===== src/rtl/muldiv_seq_ctrl_if.sv =====
// muldiv_seq_ctrl_if
// Bundles every non-clock/reset signal of the multiply/divide sequencer.
//   Request  : start, op, opa, opb         (requester -> sequencer)
//   Response : busy, done, hi, lo,
//              div_by_zero                 (sequencer -> requester)
//   Adder    : add_a, add_b, add_cin,
//              add_m                       (sequencer -> external add/sub unit)
//              add_s, add_cout             (external add/sub unit -> sequencer)
// Modports: slave  = the sequencer itself
//           master = the environment (requester plus external adder)
interface muldiv_seq_ctrl_if #(
  parameter int WIDTH = 64
);
  logic             start;
  logic             op;
  logic [WIDTH-1:0] opa;
  logic [WIDTH-1:0] opb;
  logic             busy;
  logic             done;
  logic [WIDTH-1:0] hi;
  logic [WIDTH-1:0] lo;
  logic             div_by_zero;
  logic [WIDTH-1:0] add_a;
  logic [WIDTH-1:0] add_b;
  logic             add_cin;
  logic             add_m;
  logic [WIDTH-1:0] add_s;
  logic             add_cout;

  modport slave (
    input  start, op, opa, opb, add_s, add_cout,
    output busy, done, hi, lo, div_by_zero, add_a, add_b, add_cin, add_m
  );

  modport master (
    output start, op, opa, opb, add_s, add_cout,
    input  busy, done, hi, lo, div_by_zero, add_a, add_b, add_cin, add_m
  );
endinterface


===== src/rtl/muldiv_seq_ctrl.sv =====
// muldiv_seq_ctrl
// Iterative unsigned multiply / restoring divide sequencer. It reuses an
// external WIDTH-bit ripple add/sub unit for WIDTH iterations and returns
// a double-width product (hi:lo) or remainder/quotient (hi/lo).
// Ports:
//   clk    - rising-edge clock
//   rst_n  - asynchronous active-low reset
//   bus    - muldiv_seq_ctrl_if.slave: request, response and adder signals
module muldiv_seq_ctrl #(
  parameter int WIDTH = 64,
  parameter int CNT_W = 7
) (
  input  logic                clk,
  input  logic                rst_n,
  muldiv_seq_ctrl_if.slave    bus
);

  typedef enum logic [1:0] {
    IDLE = 2'd0,
    RUN  = 2'd1,
    DONE = 2'd2
  } state_t;

  state_t           state_q;
  logic             op_q;
  logic [WIDTH-1:0] b_q;
  // acc_q is the upper product half for multiply and the partial remainder
  // for divide; q_q is the shifting multiplier / dividend-quotient register.
  logic [WIDTH-1:0] acc_q;
  logic [WIDTH-1:0] q_q;
  logic [CNT_W-1:0] cnt_q;
  logic             busy_q;
  logic             done_q;
  logic [WIDTH-1:0] hi_q;
  logic [WIDTH-1:0] lo_q;
  logic             dbz_q;

  logic [WIDTH-1:0] div_t;
  logic             div_top;
  logic [WIDTH-1:0] acc_d;
  logic [WIDTH-1:0] q_d;

  // Divide: shift the next dividend bit into the partial remainder.
  assign div_t   = {acc_q[WIDTH-2:0], q_q[WIDTH-1]};
  assign div_top = acc_q[WIDTH-1];

  // Adder operands are only presented in RUN so the shared unit is quiet
  // (all zero) at every other time.
  always_comb begin
    bus.add_a   = '0;
    bus.add_b   = '0;
    bus.add_m   = 1'b0;
    bus.add_cin = 1'b0;
    if (state_q == RUN) begin
      bus.add_b = b_q;
      if (op_q) begin
        bus.add_a   = div_t;
        bus.add_m   = 1'b1;
        bus.add_cin = 1'b1;
      end else begin
        bus.add_a   = acc_q;
      end
    end
  end

  // One iteration step, consuming the adder result in the same cycle.
  always_comb begin
    acc_d = acc_q;
    q_d   = q_q;
    if (op_q) begin
      // The bit shifted out of r (div_top) makes the 65-bit trial value
      // larger than any divisor, so the subtraction always succeeds then.
      if (div_top | bus.add_cout) begin
        acc_d = bus.add_s;
        q_d   = {q_q[WIDTH-2:0], 1'b1};
      end else begin
        acc_d = div_t;
        q_d   = {q_q[WIDTH-2:0], 1'b0};
      end
    end else begin
      // Right-shift {carry, sum-or-acc, q}; the adder carry-out becomes the
      // new MSB of the upper half.
      if (q_q[0]) begin
        acc_d = {bus.add_cout, bus.add_s[WIDTH-1:1]};
        q_d   = {bus.add_s[0], q_q[WIDTH-1:1]};
      end else begin
        acc_d = {1'b0, acc_q[WIDTH-1:1]};
        q_d   = {acc_q[0], q_q[WIDTH-1:1]};
      end
    end
  end

  always_ff @(posedge clk or negedge rst_n) begin
    if (!rst_n) begin
      state_q <= IDLE;
      op_q    <= 1'b0;
      b_q     <= '0;
      acc_q   <= '0;
      q_q     <= '0;
      cnt_q   <= '0;
      busy_q  <= 1'b0;
      done_q  <= 1'b0;
      hi_q    <= '0;
      lo_q    <= '0;
      dbz_q   <= 1'b0;
    end else begin
      case (state_q)
        IDLE: begin
          done_q <= 1'b0;
          if (bus.start) begin
            op_q  <= bus.op;
            b_q   <= bus.opb;
            dbz_q <= 1'b0;
            cnt_q <= '0;
            if (bus.op && (bus.opb == '0)) begin
              // Divide by zero short-circuits straight to DONE.
              hi_q    <= bus.opa;
              lo_q    <= '1;
              dbz_q   <= 1'b1;
              done_q  <= 1'b1;
              state_q <= DONE;
            end else begin
              acc_q   <= '0;
              q_q     <= bus.opa;
              busy_q  <= 1'b1;
              state_q <= RUN;
            end
          end
        end
        RUN: begin
          acc_q <= acc_d;
          q_q   <= q_d;
          cnt_q <= cnt_q + 1'b1;
          if (cnt_q == CNT_W'(WIDTH - 1)) begin
            hi_q    <= acc_d;
            lo_q    <= q_d;
            busy_q  <= 1'b0;
            done_q  <= 1'b1;
            state_q <= DONE;
          end
        end
        DONE: begin
          done_q  <= 1'b0;
          state_q <= IDLE;
        end
        default: begin
          state_q <= IDLE;
        end
      endcase
    end
  end

  assign bus.busy        = busy_q;
  assign bus.done        = done_q;
  assign bus.hi          = hi_q;
  assign bus.lo          = lo_q;
  assign bus.div_by_zero = dbz_q;

endmodule


===== src/flat_wrapper.sv =====
// flat-port wrapper written by rule: the top's interface ports become plain ports
module muldiv_seq_ctrl_flat 
#(
  parameter int WIDTH = 64,
  parameter int CNT_W = 7
)
  (clk, rst_n, bus_start, bus_op, bus_opa, bus_opb, bus_add_s, bus_add_cout, bus_busy, bus_done, bus_hi, bus_lo, bus_div_by_zero, bus_add_a, bus_add_b, bus_add_cin, bus_add_m);
  muldiv_seq_ctrl_if #(.WIDTH(WIDTH)) bus_i ();
  input  logic clk;
  input  logic rst_n;
  input wire logic [$bits(bus_i.start)-1:0] bus_start;
  input wire logic [$bits(bus_i.op)-1:0] bus_op;
  input wire logic [$bits(bus_i.opa)-1:0] bus_opa;
  input wire logic [$bits(bus_i.opb)-1:0] bus_opb;
  input wire logic [$bits(bus_i.add_s)-1:0] bus_add_s;
  input wire logic [$bits(bus_i.add_cout)-1:0] bus_add_cout;
  output wire logic [$bits(bus_i.busy)-1:0] bus_busy;
  output wire logic [$bits(bus_i.done)-1:0] bus_done;
  output wire logic [$bits(bus_i.hi)-1:0] bus_hi;
  output wire logic [$bits(bus_i.lo)-1:0] bus_lo;
  output wire logic [$bits(bus_i.div_by_zero)-1:0] bus_div_by_zero;
  output wire logic [$bits(bus_i.add_a)-1:0] bus_add_a;
  output wire logic [$bits(bus_i.add_b)-1:0] bus_add_b;
  output wire logic [$bits(bus_i.add_cin)-1:0] bus_add_cin;
  output wire logic [$bits(bus_i.add_m)-1:0] bus_add_m;
  assign bus_i.start = bus_start;
  assign bus_i.op = bus_op;
  assign bus_i.opa = bus_opa;
  assign bus_i.opb = bus_opb;
  assign bus_i.add_s = bus_add_s;
  assign bus_i.add_cout = bus_add_cout;
  assign bus_busy = bus_i.busy;
  assign bus_done = bus_i.done;
  assign bus_hi = bus_i.hi;
  assign bus_lo = bus_i.lo;
  assign bus_div_by_zero = bus_i.div_by_zero;
  assign bus_add_a = bus_i.add_a;
  assign bus_add_b = bus_i.add_b;
  assign bus_add_cin = bus_i.add_cin;
  assign bus_add_m = bus_i.add_m;
  muldiv_seq_ctrl #(.WIDTH(WIDTH), .CNT_W(CNT_W)) u_core (.clk(clk), .rst_n(rst_n), .bus(bus_i));
endmodule

===== config.mk =====
export PLATFORM = sky130hd
export DESIGN_NAME = muldiv_seq_ctrl_flat
export DESIGN_NICKNAME = d
export VERILOG_FILES = /design/src/rtl/muldiv_seq_ctrl_if.sv /design/src/rtl/muldiv_seq_ctrl.sv /design/src/flat_wrapper.sv
export SDC_FILE = /design/constraint.sdc
export NUM_CORES = 1
export LEC_CHECK = 0
export CORE_MARGIN = 2
export CORE_UTILIZATION = 54
export CTS_CLUSTER_DIAMETER = 120
export DETAILED_ROUTE_END_ITERATION = 7
export PLACE_DENSITY = 0.95
export SETUP_SLACK_MARGIN = 0.3
export SLEW_MARGIN = 25
export SYNTH_ARGS = -nofsm -noshare
export SYNTH_HDL_FRONTEND = slang
export SYNTH_SLANG_ARGS = --single-unit

===== constraint.sdc =====
create_clock -name clk -period 3.7 [get_ports clk]
set_input_delay 0.74 -clock clk [delete_from_list [all_inputs] [get_ports clk]]
set_output_delay 0.74 -clock clk [all_outputs]
set_load 0.02 [all_outputs]

* Word-level counts from Yosys, hierarchy flattened
Index checks and enable logic that the tools add are counted.
** Storage, ports and cells
- Register bits after elaboration :: 333
- Input bits :: 197
- Output and inout port bits :: 261
- Word-level logic and storage cells :: 71
** Cells by class
- $add $sub $neg :: 1
- Eq/ne operators :: 7
- Mux-type cells :: 39
- Bitwise logic cells :: 1
- Reduce and logical (&&, ||, !) cells :: 12
** Operators by type and width (count)
- two-way mux 64 bit :: 18
- case mux 64 bit (2 select lines) :: 4
- logical NOT 64 bit :: 1
- case mux 7 bit (2 select lines) :: 1
- two-way mux 1 bit :: 9
- AND reduction 2 bit :: 4
- AND reduction 4 bit :: 2
- adder 7 x 1 -> 7 bit (second input constant) :: 1
- == test 7 x 6 -> 1 bit (second input constant) :: 1
- two-way mux 7 bit :: 1
- two-way mux 2 bit :: 3
- inequality test 2 bit (second input constant) :: 3
- case mux 2 bit (2 select lines) :: 1
- case mux 1 bit (3 select lines) :: 1
- AND reduction 3 bit :: 1
- nonzero test 3 bit :: 1
- == test 2 x 1 -> 1 bit (second input constant) :: 1
- == test 2 bit (second input constant) :: 1
- logical NOT 2 bit :: 1
- inequality test 2 x 1 -> 1 bit (second input constant) :: 1
- case mux 1 bit (2 select lines) :: 1
- nonzero test 2 bit :: 1
- logical AND 1 bit :: 1
- OR 1 bit :: 1

* Longest topological paths before layout
Gate-level depths: netlist of run 1.
- Word-level depth :: 5
- Mapped depth :: 12
- Gate-level depth less buffers :: 8

* Worst setup path after synthesis of run 1
Ideal clock, no wire load.
- Path type :: reg-to-output
- Start point :: reg u_core.state_q[1]
- End point :: out bus_add_m
- Arrival time :: 2.073 ns
- Data required time :: 2.960 ns
- Setup slack :: 0.887 ns
- Stages on the path, launching flop included :: 9
- Buffers on the path :: 5
- Path through :: dfrtp_1 -> inv_1 -> ha_1 -> clkbuf_1 -> clkbuf_1 -> buf_1 -> clkbuf_1 -> and2_1 -> buf_4
** On the way
- Word-level cells in the longest chain between the ends :: 2
** RTL lines
- from (decl) :: RTL line muldiv_seq_ctrl.sv:24 : state_t state_q;
- from (signal assigned) :: RTL line muldiv_seq_ctrl.sv:95 : state_q <= IDLE;
- from (signal assigned) :: RTL line muldiv_seq_ctrl.sv:121 : state_q <= DONE;
- from (signal assigned) :: RTL line muldiv_seq_ctrl.sv:126 : state_q <= RUN;
- == test 2 x 1 -> 1 bit :: RTL line muldiv_seq_ctrl.sv:54 : if (state_q == RUN) begin
- two-way mux 1 bit
- to (decl) :: RTL line flat_wrapper.sv:25 : output wire logic [$bits(bus_i.add_m)-1:0] bus_add_m;
Every way passes these cells.

* Worst setup path in the final report of run 1
- Start point :: reg u_core.state_q[1]
- End point :: out bus_add_a[0]
** On the way
- Word-level cells in the longest chain between the ends :: 2
** RTL lines
- == test 2 x 1 -> 1 bit :: RTL line muldiv_seq_ctrl.sv:54
- two-way mux 64 bit :: RTL line muldiv_seq_ctrl.sv:54
- to (decl) :: RTL line flat_wrapper.sv:22 : output wire logic [$bits(bus_i.add_a)-1:0] bus_add_a;
Every way passes these cells.

==> results of run 1 <==
==> per-layer routing <==
metal | up-vias | track usage
met4 | 4 | 0.2000
met5 | - | 0
met1 | 8246 | 0.4234
met3 | 279 | 0.1027
li1 | 7470 | -
met2 | 1262 | 0.6205
==> logic make-up (layout without fill, tap and decap cells) <==
| group | count (synthesis) | count (layout) | synth area share |
|---|---|---|---|
| flip-flops | 333 | 333 | 0.4652 |
| other | 0 | 1 | 0 |
| AND/OR/NAND/NOR | 597 | 597 | 0.1602 |
| multiplexers | 261 | 261 | 0.1506 |
| buffers and inverters | 164 | 580 | 0.04785 |
| AO/OA/AOI/OAI | 539 | 539 | 0.1733 |
| adder cells (fa/ha/maj) | 4 | 4 | 0.002794 |
==> power groups by stage <==
stage,Sequential (W),Combinational (W),Clock [W]
finish,0.00598,0.00906,0.00392
global route,0.00608,0.00972,0.00410
CTS,0.00592,0.00890,0.00393
detailed placement,0.00594,0.00867,0
global placement,0.00584,0.00831,0
floorplan,0.00587,0.00552,0
==> final timing paths <==
check | end | slack, ns
worst max-delay path | bus_add_a[0] | 0.36
worst min-delay path | u_core.b_q[45] | 0.17
worst max register to register | u_core.acc_q[25] | 0.99
worst min register to register | u_core.b_q[55] | 0.50
max in group asynchronous | u_core.bus.lo[27] | 2.51
min in group clk | u_core.b_q[55] | 0.50
==> flip-flops by register name (all words and copies together) (netlist names) <==
| name | flops |
|---|---|
| u_core.bus.lo | 64 |
| u_core.b_q | 64 |
| u_core.cnt_q | 7 |
| u_core.bus.div_by_zero | 1 |
| u_core.bus.hi | 64 |
| u_core.bus.busy | 1 |
| u_core.q_q | 64 |
| u_core.bus.done | 1 |
| u_core.state_q | 2 |
| u_core.acc_q | 64 |
| u_core.op_q | 1 |
==> cells in the mapped netlist, types with 4 or more instances <==
| library cell | instances |
|---|---|
| buf_1 | 19 |
| buf_2 | 23 |
| a21oi_1 | 132 |
| ha_1 | 4 |
| o21ai_1 | 95 |
| mux2_2 | 68 |
| buf_4 | 5 |
| dfrtp_1 | 333 |
| buf_6 | 23 |
| inv_1 | 5 |
| a211oi_1 | 63 |
| clkbuf_1 | 80 |
| nand2_1 | 275 |
| and2_1 | 65 |
| nand4_1 | 6 |
| a22oi_1 | 65 |
| mux2i_1 | 193 |
| nor2_1 | 78 |
| nor3_1 | 9 |
| clkbuf_2 | 8 |
| nor2b_1 | 128 |
| nor4_1 | 22 |
| o21ai_0 | 168 |
==> through the flow <==
stage / hold slack, ns / worst slack (ns) / instance area [um2] / instances
after floorplan: 0.4444 / 0.8873 / 17910 / 1898
after global placement: 0.4666 / 0.4516 / 22850 / 2685
after detailed placement: 0.4748 / 0.2932 / 22850 / 2685
after CTS: 0.1982 / 0.3181 / 24200 / 2754
after global routing: 0.2229 / 0.3003 / 24230 / 2757
final: 0.1713 / 0.3568 / 24230 / 2757
==> cell type report <==
cell class,count,area [um2]
antenna,1,2.502
multi-input combinational,1401,8776
clock buffer,54,1125
tap,442,553.0
timing repair buffer,510,5259
clock inverter,11,155.1
sequential,333,8341
fill,2007,8389
inverter,5,18.77
==> worst max-delay path: stages, from the launching register on <==
cell             delay [ns]
dfrtp_1                0.40
inv_1                  0.14
ha_4                   0.18
buf_12                 0.13
buf_12                 0.21
nor2b_1                0.32
clkdlybuf4s50_1        0.67
==> timing repair <==
action / 4_1_cts / 5_1_grt
cloned: 0 / 0
endpoints found under the setup margin: 58 / 19
gates resized for setup: 2 / 5
setup buffers: 4 / 2
==> impl_metrics.json, run 1 <==
{
  "switchingPower_w": 0.007829,
  "max_freq_mhz": 299.1,
  "num_vias": 17261,
  "synth_ff_type": "dfrtp_1",
  "ys_seq_area_frac": 0.4652,
  "p_seq_frac": 0.316,
  "grt_max_degree": 107,
  "drive_above_1_share": 0.08600,
  "cp.arrival_ns": 2.60,
  "leakagePower_nw": 10.09,
  "port_buffers": 457,
  "p_clk_frac": 0.207,
  "synth-edff-count": 0,
  "cts_tree": "done",
  "cp-end-kind": "output port",
  "maxSlewHeadroom": 0.4249,
  "synth_top_cell_by_area": "dfrtp_1",
  "clkSinkCount": 333,
  "skew_ns": 0.02515,
  "netlist_top_cells_area": "dfrtp_1, mux2i_1, nand2_1",
  "grt_pass1_wl_um": 98670,
  "ys_seq_elements": 333,
  "drt-vias-per-instance": 6.261,
  "fin_crit_sh": 0.9036,
  "syn_avg_cell_area_um2": 9.437,
  "met3_length_um": 6923,
  "clk_pin_slew_ns": 0.06,
  "wl_met2_um": 31180,
  "outcome": "completed",
  "pin_count": 458,
  "rsz0062_at_grt": "yes",
  "synthCells": 1898,
  "m1WireLength_um": 22180,
  "yosysTopAreaCellShare": 0.4652,
  "wl_per_cell_um": 23.20,
  "setup_violations": 0,
  "ant_nets": 0,
  "startpoint_type": "flip-flop",
  "clock_path_buffers": 3,
  "synth_warnings": 0,
  "grt_pass1_vias": 17625,
  "overflow": 0,
  "die_x_um": 186.1,
  "ys_async_sr_fraction": 1.000,
  "drv_slew": 0,
  "r2r_start": "u_core.state_q[0]",
  "cp-startpoint": "u_core.state_q[1]",
  "drv_cap": 0,
  "swShare": 0.4128,
  "track_usage": 0.3672,
  "critical_path_required_ns": 2.96,
  "cts-htree-levels": 2,
  "mostFrequentLayoutCells": "clkdlybuf4s50_1, dfrtp_1, nand2_1",
  "cts_hold_buf": 0,
  "final_util": 0.7428,
  "cts_buffers": 38,
  "antenna_found_initial": 3,
  "path_max_fanout": 46,
  "syn-num-nets": 2099,
  "peakVddDrop_mv": 0.5739,
  "drt_pass1_iterations": 6,
  "drc_errors": 0,
  "nets": 2490,
  "place.gp.congestion": 0.8982,
  "hpwl_um": 43360,
  "area_delta_synth_final_pct": 35.28,
  "setup.worst_path.class": "flip-flop to output port",
  "root_buffer": "clkbuf_16",
  "worstMarginPinSlew_ns": 0.8626,
  "core.rowCount": 66,
  "final_common_cell": "clkdlybuf4s50_1",
  "period_minus_slack_ns": 3.343,
  "yosysUniqueCellTypes": 46,
  "clock_latency_ns": 0.53,
  "top_layer": "met5",
  "power.internal_w": 0.01113,
  "first_iter_violations": 2002,
  "die_area_um2": 34640,
  "r2r_cells": 10,
  "start_util": 0.5491,
  "drt-total-wl_um": 63960,
  "synth_area_um2": 17910,
  "min-delay-path-class": "input port to asynchronous set/reset pin",
  "p_comb_frac": 0.478,
  "core_um2": 32620,
  "p_per_area_nw_per_um2": 782.6,
  "fin_setup_tns_ns": 0,
  "hold_viol": 0,
  "p_total_w": 0.01896,
  "dieHeight_um": 186.1
}
(Power assumes the default switching activity.)
==> run 2, diff against run 1 <==
- CAP_MARGIN: not set -> 20
==> results of run 2 <==
No change in the layout: final DEF, timing and power equal those of run 1.
